==> src/rtl/sync_filt.sv <==
// rtl/sync_filt.sv - multi-channel CDC synchroniser with stability filter and edge pulses
//
// Purpose:
//   Brings NUM_CH asynchronous levels into the clk domain through a
//   SYNC_STAGES-deep flop chain per channel. Each synchronised level is then
//   qualified by a stability filter: a new value must be seen for FILT_CNT
//   consecutive cycles before it is accepted. Registered one-cycle rise/fall
//   pulses accompany every accepted change.
//
// Ports:
//   clk          in   1       single clock, posedge
//   rst_n        in   1       asynchronous active-low reset
//   async_in     in   NUM_CH  asynchronous inputs, bit i = channel i
//   filt_bypass  in   1       1 = accept the synchronised value every cycle
//   sync_out     out  NUM_CH  filtered synchronised level
//   rise_pls     out  NUM_CH  one-cycle pulse on sync_out 0->1
//   fall_pls     out  NUM_CH  one-cycle pulse on sync_out 1->0
//   pend         out  NUM_CH  channel filter counter is non-zero

module sync_filt #(
  parameter int                NUM_CH      = 4,
  parameter int                SYNC_STAGES = 2,
  parameter int                FILT_CNT    = 4,
  parameter logic [NUM_CH-1:0] RST_VAL     = {NUM_CH{1'b0}}
) (
  input  logic              clk,
  input  logic              rst_n,
  input  logic [NUM_CH-1:0] async_in,
  input  logic              filt_bypass,
  output logic [NUM_CH-1:0] sync_out,
  output logic [NUM_CH-1:0] rise_pls,
  output logic [NUM_CH-1:0] fall_pls,
  output logic [NUM_CH-1:0] pend
);

  localparam int              CW      = $clog2(FILT_CNT + 1);
  localparam logic [CW-1:0]   CNT_MAX = CW'(FILT_CNT - 1);

  // ---------------------------------------------------------------------------
  // Synchroniser chain: plain flop-to-flop, no logic between stages.
  // ---------------------------------------------------------------------------
  (* ASYNC_REG = "TRUE" *) logic [NUM_CH-1:0] sync_q [SYNC_STAGES];
  logic [NUM_CH-1:0] sync_d [SYNC_STAGES];

  always_comb begin
    sync_d[0] = async_in;
    for (int n = 1; n < SYNC_STAGES; n++) begin
      sync_d[n] = sync_q[n-1];
    end
  end

  always_ff @(posedge clk or negedge rst_n) begin
    if (!rst_n) begin
      for (int n = 0; n < SYNC_STAGES; n++) begin
        sync_q[n] <= RST_VAL;
      end
    end else begin
      for (int n = 0; n < SYNC_STAGES; n++) begin
        sync_q[n] <= sync_d[n];
      end
    end
  end

  // ---------------------------------------------------------------------------
  // Stability filter, edge detector and pending flag.
  // ---------------------------------------------------------------------------
  logic [NUM_CH-1:0] s;
  logic [CW-1:0]     cnt_q [NUM_CH];
  logic [CW-1:0]     cnt_d [NUM_CH];
  logic [NUM_CH-1:0] level_q, level_d;
  logic [NUM_CH-1:0] rise_q,  rise_d;
  logic [NUM_CH-1:0] fall_q,  fall_d;
  logic [NUM_CH-1:0] pend_q,  pend_d;

  assign s = sync_q[SYNC_STAGES-1];

  always_comb begin
    level_d = level_q;
    pend_d  = '0;
    for (int i = 0; i < NUM_CH; i++) begin
      cnt_d[i] = '0;
      if (filt_bypass) begin
        level_d[i] = s[i];
      end else if (s[i] != level_q[i]) begin
        // The counter holds the number of differing cycles already seen, so
        // the FILT_CNT-th differing cycle is the one that finds CNT_MAX.
        if (cnt_q[i] == CNT_MAX) begin
          level_d[i] = s[i];
        end else begin
          cnt_d[i] = cnt_q[i] + CW'(1);
        end
      end
      pend_d[i] = (cnt_d[i] != '0);
    end
    // Pulses are computed from the next level so they appear together with it.
    rise_d = level_d & ~level_q;
    fall_d = ~level_d & level_q;
  end

  always_ff @(posedge clk or negedge rst_n) begin
    if (!rst_n) begin
      for (int i = 0; i < NUM_CH; i++) begin
        cnt_q[i] <= '0;
      end
      level_q <= RST_VAL;
      rise_q  <= '0;
      fall_q  <= '0;
      pend_q  <= '0;
    end else begin
      for (int i = 0; i < NUM_CH; i++) begin
        cnt_q[i] <= cnt_d[i];
      end
      level_q <= level_d;
      rise_q  <= rise_d;
      fall_q  <= fall_d;
      pend_q  <= pend_d;
    end
  end

  assign sync_out = level_q;
  assign rise_pls = rise_q;
  assign fall_pls = fall_q;
  assign pend     = pend_q;

endmodule

==> config.mk <==
export PLATFORM = sky130hd
export DESIGN_NAME = sync_filt
export DESIGN_NICKNAME = d
export VERILOG_FILES = /design/src/rtl/sync_filt.sv
export SDC_FILE = /design/constraint.sdc
export NUM_CORES = 1
export LEC_CHECK = 0
export ABC_AREA = 1
export ABC_CLOCK_PERIOD_IN_PS = 1220
export CORE_MARGIN = 2
export CORE_UTILIZATION = 25
export CTS_BUF_LIST = sky130_fd_sc_hd__clkbuf_16
export DETAILED_ROUTE_END_ITERATION = 6
export PLACE_DENSITY = 0.45
export SKIP_LAST_GASP = 1
export SYNTH_ARGS = -nofsm -noshare
export SYNTH_HDL_FRONTEND = slang
export SYNTH_SLANG_ARGS = --single-unit
==> constraint.sdc <==
create_clock -name clk -period 1.22 [get_ports clk]
set_input_delay 0.244 -clock clk [delete_from_list [all_inputs] [get_ports clk]]
set_output_delay 0.244 -clock clk [all_outputs]
set_load 0.005 [all_outputs]
---- Word-level counts from Yosys, hierarchy flattened ----
Cells that the tools add are included.
storage, ports and cells
  register bits ........................... 36
  bits in latches ......................... 0
  memory bits (writable) .................. 0
  memory bits (read-only) ................. 0
  memories ................................ 0
operators by class
  add/subtract/negate cells ............... 4
  multipliers ............................. 0
  divide/modulo/power cells ............... 0
  order comparisons ....................... 0
  eq/ne operators ......................... 8
  shift-type cells ........................ 0
  multiplexer cells ....................... 24
  bitwise operators ....................... 4
  reduce and logical (&&, ||, !) cells .... 4
operators with widths
  kind                   number
  $mux W3                12
  $add A3 B1 Y3 const B  4
  $eq A3 B2 Y1 const B   4
  $mux W1                12
  $reduce_bool A3 Y1     4
  $and A4 B4 Y4          2
  $not A4 Y4             2
  $ne A1 B1 Y1           4

---- Depth between registers and ports, before layout ----
Gate-level depths: netlist of run 1.
  depth after elaboration ................. 6
  depth in mapped cells ................... 7

---- Least setup slack after synthesis of run 1 ----
Ideal clock, no wire load.
  kind .................................... reg2reg
  start point ............................. register cnt_q[0] (netlist bit)
  end point ............................... register cnt_q[0] (netlist bit)
  data arrival time ....................... 987 ps
  data required time ...................... 1134 ps
  slack ................................... 147 ps
  cell stages (with the launch flop) ...... 7
  path buffers ............................ 0
  cells stage by stage .................... dfrtp_1 > ha_1 > inv_1 > nand2_1 > nand2_1 > inv_1 > nor3_1
RTL lines
  item                             line  text
  start, declared                  68    logic [CW-1:0] cnt_q [NUM_CH];
  start signal, assigned by index  111   cnt_q[i] <= cnt_d[i];

---- Final worst setup path of run 1 ----
  start point ............................. register level_q[3] (netlist: sync_out[3])
  end point ............................... output sync_out[3]
RTL lines
  item                    line  text
  start, declared         70    logic [NUM_CH-1:0] level_q, level_d;
  start signal, assigned  113   level_q <= level_d;
  end, declared           30    output logic [NUM_CH-1:0] sync_out,
No word-level cell between the ends.

==> flow_summary.yaml, run 1 <==
clock_network:
  cts_buffers: 5
  cts-root-buf: "clkbuf_16"
  htree_levels: 2
  clkTransAtPathRegs_ns: 0.06
  cts_tree: "built"
  clk_latency_ns: 0.28
  clk_path_buf_depth: 2
  cts_sinks: 36
logic_synthesis:
  ys_seq_area_share_pct: 66.5
  syn_inst: 135
  syn_nets: 146
  synth_top_cells_by_area: "dfrtp_1 (67%), nand2_1 (9.1%), inv_1 (8.0%)"
  yosysTopAreaCell: "dfrtp_1"
  syn_area_mm2: 0.00135
  synth_top_area_share_pct: 66.5
  ys.warnings.count: 0
  ys_ff_latch: 36
  synth-edff-count: 0
  yosys.cell_types.count: 13
  avgSynthCellArea_um2: 10.0
  synth_flop_cell: "dfrtp_1"
  synthArstFlopShare_pct: 100
  yosys.cell_count.top_type: "dfrtp_1"
  synth_common_cells: "dfrtp_1 (36), nand2_1 (33), inv_1 (29)"
floorplan:
  rows: 26
  core_area_mm2: 0.00517
  die_h_um: 77.6
  start_util_pct: 26.2
  die_w_um: 77.6
  boundaryPins: 23
  dieArea_mm2: 0.00602
cells_and_area:
  design_area_mm2: 0.00194
  nets: 183
  finish.utilization_pct: 37.4
  area_growth_syn_to_layout_pct: 43.0
  layout-drive-gt1-share_pct: 14.5
  antenna_cells: 0
power:
  p_int_w: 0.00277
  combPwrFrac_pct: 8.0
  p_sw_w: 0.000643
  power_density_mw_per_mm2: 1760
  p_seq_share_pct: 37.9
  finalPower_w: 0.00341
  p_sw_share_pct: 18.9
  p_leak_nw: 1.07
  worst_ir_drop_vdd_mv: 0.767
  power_frac_clock_pct: 54.2
worst_setup_path:
  end_kind: "primary output"
  worstPathArrival_ns: 0.92
  rrSetupSlack_ns: 0.10
  slowest_delay_ns: 0.38
  worstRegToRegCells: 7
  r2r-end: "sync_out[2]"
  critical_path_class: "register to primary output"
  crit_family: "flip-flops"
  r2r-start: "cnt_q[3]"
  startpoint_type: "register"
  worstPathCellList: "dlygate4sd2_1"
  crit_cells: 1
  crit_path_max_fanout: 2
  required_ns: 0.98
  cp_slowest_cell: "dfrtp_1"
  path_buf_inv: 1
timing:
  period_minus_slack_ns: 1.17
  fin_crit_sh_pct: 95.6
  rsz0062_at_grt: "no"
  hold_viol_final: 0
  fmax_mhz: 858
  worstMarginPinSlew_ns: 0.197
  hold_ws_ns: 0.350
  slew_viol_final: 0
  fin_tns_setup_ns: 0
  slew_headroom_pct: 86.8
  setup_viol: 0
  clock_skew_ns: 0.00397
global_routing:
  grt_util_all_layers_pct: 8.84
  grt_max_degree: 37
  grt_overflow: 0
  grt_pass1_wl_um: 4190
  antenna_found_initial: 0
  grt-busiest-layer: "met2"
  grtUsageMet1_pct: 10.5
  grt_pass1_vias: 977
  grt.met2_usage_pct: 13.9
  use_met3_pct: 3.60
worst_hold_path:
  holdCritStartpoint: "sync_q[7]"
  hold_path.class: "register to register"
  whs_path_depth: 0
  min_to: "s[3]"
place:
  place.gp.congestion: 0.706
  place.port_buffers: 22
  place_area_mm2: 0.00168
  dp_hpwl_um: 1520
detailed_routing:
  drt-initial-drc-count: 36
  drtAntennaViolNets: 0
  routed_wl_um: 2260
  avgViaCountPerCell: 3.87
  dr_total_vias: 941
  detail_route.wl_per_cell_um: 9.28
  drt_first_pass_iters: 2
  route.detailed.drc: 0
outcome:
  status: "finished clean"
run:
  maxCapViolations: 0
what timing repair did:
action | 4_1_cts | 5_1_grt
setup endpoints to repair | 16 | 4
pin swaps | 0 | 2
gates resized for setup | 16 | 4
hold buffers | 1 | 0
buffers inserted | 4 | 1
hold endpoints to repair | 36 | 0
cloned | 0 | 0
kinds of logic (layout without fill, tap and decap cells):
family | count (synthesis) | after routing | synth area share [%]
buf+inv | 31 | 69 | 9.15
compound gates | 8 | 8 | 3.70
flops | 36 | 36 | 66.5
fa+ha+maj | 4 | 4 | 3.70
simple gates | 56 | 56 | 16.9
worst max-delay path by stage:
stage,from,end,slack (ns)
final,sync_out[3],sync_out[3],0.05
after global routing,cnt_q[6],sync_out[1],0.00003
after CTS,cnt_q[0],cnt_q[0],0.03
after detailed placement,filt_bypass,cnt_q[0],-0.17
after global placement,filt_bypass,cnt_q[0],-0.12
after floorplan,cnt_q[0],cnt_q[0],0.15
layer usage:
layer	vias up	wire, um	share of wire, %
met4	0	42	1.9
met3	6	106	4.7
met2	21	1010	45
met5	-	0	0
met1	435	1090	49
li1	479	-	-
per-stage QoR:
stage,std cells,setup slack [ns]
CTS,242,0.0339
global placement,229,-0.117
finish,243,0.0540
detailed placement,229,-0.174
global route,243,0.0000316
floorplan,135,0.147
placed cells by master (no fill, tap or decap), types with 2 or more instances in the layout:
| master | n |
|---|---|
| dfrtp_1 | 36 |
| nand2_1 | 32 |
| inv_1 | 29 |
| dlygate4sd2_1 | 16 |
| nor2_1 | 15 |
| buf_4 | 7 |
| clkbuf_16 | 5 |
| clkdlybuf4s50_1 | 5 |
| nand2_2 | 4 |
| nand4_1 | 4 |
| o211ai_1 | 4 |
| o21ai_1 | 3 |
| bufinv_16 | 3 |
| ha_1 | 2 |
| ha_2 | 2 |
power groups by stage:
stage          combinational, W  clock (W)  sequential [W]
2_1_floorplan          0.000117          0         0.00132
3_3_place_gp           0.000267          0         0.00131
3_5_place_dp           0.000272          0         0.00132
4_1_cts                0.000272    0.00188         0.00129
5_1_grt                0.000315    0.00194         0.00130
6_report               0.000271    0.00185         0.00129
area by class of cell:
class / count / area [um^2]
fill: 508 / 3240
tap: 70 / 87.6
inverter: 30 / 113
timing repair buffer: 31 / 278
clock buffer: 5 / 125
sequential: 36 / 901
multi-input combinational: 68 / 342
clock inverter: 3 / 90.1
registers in the layout, summed over array words and instances, names as in the netlist:
register  cells
sync_out      4
cnt_q        12
pend          4
fall_pls      4
sync_q        4
s             4
rise_pls      4
No activity file was read; power rests on OpenSTA's default activity.
==> run 2: changes to the inputs <==
Settings changed: CAP_MARGIN from default to 10, CORE_MARGIN 2 to 5, PLACE_DENSITY 0.45 to default, PLACE_DENSITY_LB_ADDON from default to 0.15.
==> run 2 against run 1 <==
- hold slack got worse by 0.0051 ns
- non-clock buffer count up 1
- combinational power grew 3%
- global-route usage is 1.8 points lower
- routed wire length increased by 2.1%
- design area down 3.6%
- critical path depth is the same
- clock skew fell by 0.0018 ns
- largest power group is now registers
==> flow_summary.yaml, run 2 (same netlist as run 1, synthesis figures left out) <==
clock_network:
  clk_path_buf_depth: 2
  clk_latency_ns: 0.27
  cts_buffers: 5
  cts_tree: "built"
  cts-root-buf: "clkbuf_16"
  htree_levels: 2
  cts_sinks: 36
  clkTransAtPathRegs_ns: 0.05
timing:
  setup_viol: 0
  fin_crit_sh_pct: 96.9
  hold_viol_final: 0
  fin_tns_setup_ns: 0
  period_minus_slack_ns: 1.18
  finalWorstSetupSlack_ns: 0.0375
  worstMarginPinSlew_ns: 0.193
  clock_skew_ns: 0.00213
  slew_headroom_pct: 87.1
  slew_viol_final: 0
  hold_ws_ns: 0.345
  fmax_mhz: 846
cells_and_area:
  layout-drive-gt1-share_pct: 13.2
  final_cell_mix: "dfrtp_1 (36), inv_1 (31), nand2_1 (31)"
  antenna_cells: 0
  design_area_mm2: 0.00187
  largest_reg_flops: 12
  final_common_cell: "dfrtp_1"
  area_growth_syn_to_layout_pct: 37.8
  regMostFlops: "cnt_q"
  final_cells: 244
  fill_cells: 515
  nets: 184
power:
  power_density_mw_per_mm2: 1460
  p_leak_nw: 1.05
  worst_ir_drop_vdd_mv: 0.531
detailed_routing:
  avgViaCountPerCell: 3.85
  route.detailed.drc: 0
  detail_route.wl_per_cell_um: 9.44
  drtAntennaViolNets: 0
  drt_first_pass_iters: 4
  drt-initial-drc-count: 37
  dr_total_vias: 939
  routed_wl_um: 2300
worst_setup_path:
  startpoint_type: "register"
  crit_family: "flip-flops"
  worstPathArrival_ns: 0.94
  path_buf_inv: 1
  end_kind: "primary output"
  required_ns: 0.98
  critical_path_class: "register to primary output"
  crit_path_max_fanout: 3
  cp_slowest_cell: "dfrtp_1"
  worstPathCellList: "dlygate4sd2_1"
  slowest_delay_ns: 0.39
floorplan:
  die_h_um: 83.6
  dieArea_mm2: 0.00699
  rows: 26
  boundaryPins: 23
  die_w_um: 83.6
  start_util_pct: 26.2
  core_area_mm2: 0.00517
place:
  place_area_mm2: 0.00168
  place_inst: 229
  pre_cts_slack_ns: -0.180
  place.port_buffers: 22
  dp_hpwl_um: 1630
  place.gp.congestion: 0.690
worst_hold_path:
  hold_path.class: "register to register"
global_routing:
  grt_overflow: 0
  antenna_found_initial: 0
  grt_pass1_wl_um: 3860
  grt_max_degree: 37
  grt_util_all_layers_pct: 7.08
  grt_pass1_vias: 909
run:
  maxCapViolations: 0
outcome:
  status: "finished clean"
run 2: cell types whose count changed in the layout (fill, tap and decap cells not counted), sizes merged:
cell / before / now
inv: 30 / 32
bufinv: 3 / 0
clkinv: 0 / 1
buf: 9 / 10
run 2: path summary, 6_finish.rpt:
path / from / to / slack (ns) / cells past startpoint
max: sync_out[1] / sync_out[1] / 0.04 / 1
min: sync_q[4] / s[0] / 0.34 / 0
max reg2reg: cnt_q[0] / cnt_q[0] / 0.07 / 6
min reg2reg: sync_q[4] / s[0] / 0.34 / 0
max in group asynchronous: rst_n / fall_pls[1] / 0.58 / 3
min in group asynchronous: rst_n / sync_q[7] / 0.46 / 3
run 2: cell type report:
cell class	instances	area, um^2	area share, %
multi-input cells	68	343	18.4
clock buffers	5	125	6.71
clock inverters	3	11.3	0.604
inverters	30	113	6.04
repair buffers	32	285	15.3
flip-flops and latches	36	901	48.3
well taps	70	87.6	4.69
run 2: routing by layer:
metal,wire length (um),up-vias,global-route usage [%],part of all wire [%]
met5,0,-,0,0
met4,78,0,4.82,3.4
met3,151,7,3.36,6.6
met2,1150,17,11.7,50
met1,919,436,6.99,40
li1,-,479,-,-
run 2: repair_timing:
item / in CTS / in global routing
setup endpoints to repair: 16 / 7
pin swaps: 0 / 3
buffers inserted: 2 / 4
endpoints found under the hold margin: 36 / 0
resized for setup: 16 / 4
hold buffers: 1 / 0
run 2: power by group:
group | internal, W | total (W) | switching (W)
Sequential | 0.00126 | 0.00129 | 0.0000285
Combinational | 0.000131 | 0.000278 | 0.000147
Clock | 0.000732 | 0.00116 | 0.000424
Total | 0.00213 | 0.00272 | 0.000599
run 2: through the flow:
step           util (%)  power, W
2_1_floorplan         -   0.00143
3_3_place_gp       32.5   0.00158
3_5_place_dp       32.5   0.00159
4_1_cts            35.2   0.00276
5_1_grt            36.1   0.00286
6_report           36.1   0.00272
==> run 3: changes to the inputs <==
Settings changed: CORE_UTILIZATION 25 to 50, CTS_BUF_LIST sky130_fd_sc_hd__clkbuf_16 to sky130_fd_sc_hd__clkbuf_4 sky130_fd_sc_hd__clkbuf_8 sky130_fd_sc_hd__clkbuf_16.
==> run 3 against run 2 <==
- die area fell by 45%
- setup slack improved by 0.024 ns
- critical path depth did not move
- register-to-register slack barely moved
- sequential share of layout area rose by 4.0 points
- sequential cell count did not move
- non-clock buffer count did not move
- sequential power barely moved
- largest power group unchanged
==> flow_summary.yaml, run 3 (same netlist as run 1, synthesis figures left out) <==
place:
  pre_cts_slack_ns: -0.186
  place_inst: 188
  place.gp.congestion: 0.746
  place.port_buffers: 22
  place_area_mm2: 0.00163
  dp_hpwl_um: 1460
worst_setup_path:
  worstPathArrival_ns: 0.91
  crit_path_max_fanout: 1
  crit_family: "flip-flops"
  required_ns: 0.98
  end_kind: "primary output"
  worstPathCellList: "clkdlybuf4s15_1"
  cp_slowest_cell: "dfrtp_1"
  path_buf_inv: 1
  critical_path_class: "register to primary output"
  startpoint_type: "register"
  slowest_delay_ns: 0.38
power:
  power_density_mw_per_mm2: 1250
  worst_ir_drop_vdd_mv: 1.06
  p_leak_nw: 0.964
floorplan:
  start_util_pct: 53.7
  dieArea_mm2: 0.00385
  core_area_mm2: 0.00252
  die_w_um: 62.0
  boundaryPins: 23
  die_h_um: 62.0
  rows: 18
cells_and_area:
  fill_cells: 208
  final_cells: 203
  final_common_cell: "dfrtp_1"
  layout-drive-gt1-share_pct: 18.5
  nets: 184
  largest_reg_flops: 12
  regMostFlops: "cnt_q"
  finish.utilization_pct: 68.3
  area_growth_syn_to_layout_pct: 27.3
  antenna_cells: 0
  final_cell_mix: "dfrtp_1 (36), nand2_1 (32), inv_1 (26)"
  design_area_mm2: 0.00172
global_routing:
  grt_pass1_wl_um: 3560
  grt_pass1_vias: 860
  grt_max_degree: 37
  grt_overflow: 0
  grt_util_all_layers_pct: 13.5
  antenna_found_initial: 0
detailed_routing:
  dr_total_vias: 952
  drt_first_pass_iters: 4
  avgViaCountPerCell: 4.69
  routed_wl_um: 2090
  drtAntennaViolNets: 0
  detail_route.wl_per_cell_um: 10.3
  drt-initial-drc-count: 49
  route.detailed.drc: 0
timing:
  fin_tns_setup_ns: 0
  hold_viol_final: 0
  slew_viol_final: 0
  setup_viol: 0
  finalWorstSetupSlack_ns: 0.0614
  clock_skew_ns: 0.00376
  fmax_mhz: 863
  fin_crit_sh_pct: 95.0
  worstMarginPinSlew_ns: 0.186
  slew_headroom_pct: 87.6
  period_minus_slack_ns: 1.16
clock_network:
  cts-root-buf: "clkbuf_4"
  ctsHoldBuffers: 0
  cts_sinks: 36
  htree_levels: 2
  cts_buffers: 5
  cts_tree: "built"
  clkTransAtPathRegs_ns: 0.10
  clk_latency_ns: 0.33
  clk_path_buf_depth: 2
run:
  maxCapViolations: 0
outcome:
  status: "finished clean"
worst_hold_path:
  hold_path.class: "primary input to asynchronous set/reset pin"
## run 3: metrics by stage
stage / power (W) / hold slack [ns]
global route: 0.00229 / 0.269
detailed placement: 0.00158 / 0.335
CTS: 0.00216 / 0.280
global placement: 0.00157 / 0.333
floorplan: 0.00143 / -0.0516
finish: 0.00215 / 0.284
## run 3: final timing paths
check | slack (ns) | startpoint | to | cells after the start
worst max-delay path | 0.06 | rise_pls[1] | rise_pls[1] | 1
worst min-delay path | 0.28 | rst_n | fall_pls[0] | 2
worst max register to register | 0.06 | cnt_q[0] | cnt_q[0] | 6
worst min register to register | 0.36 | sync_q[4] | s[0] | 0
max in group asynchronous | 0.76 | rst_n | s[2] | 2
min in group clk | 0.34 | async_in[1] | sync_q[5] | 1
## run 3: repair_timing
action	CTS	global route
hold endpoints to repair	0	0
buffers inserted	2	6
endpoints found under the setup margin	17	17
gates resized for setup	25	18
pin swaps	0	3
## run 3: area by class of cell
class | count | area, um^2 | area share (%)
multi-input cells | 68 | 339 | 19.7
flip-flops and latches | 36 | 901 | 52.3
well taps | 30 | 37.5 | 2.18
repair buffers | 32 | 283 | 16.4
inverters | 30 | 113 | 6.54
clock inverters | 1 | 5.00 | 0.290
clock buffers | 6 | 45.0 | 2.61
## run 3: report_power, final
| part | total (W) | switching, W | internal (W) |
|---|---|---|---|
| registers | 0.00129 | 0.0000292 | 0.00126 |
| clock network | 0.000584 | 0.000350 | 0.000234 |
| logic | 0.000277 | 0.000143 | 0.000133 |
| total | 0.00215 | 0.000523 | 0.00163 |
## run 3: layer usage
layer / track usage, % / part of all wire [%] / vias to the layer above / routed length, um
li1: - / - / 481 / -
met1: 14.6 / 41 / 449 / 865
met2: 21.4 / 49 / 17 / 1030
met3: 8.06 / 6.9 / 5 / 143
met4: 5.45 / 2.1 / 0 / 44
met5: 0 / 0 / - / 0
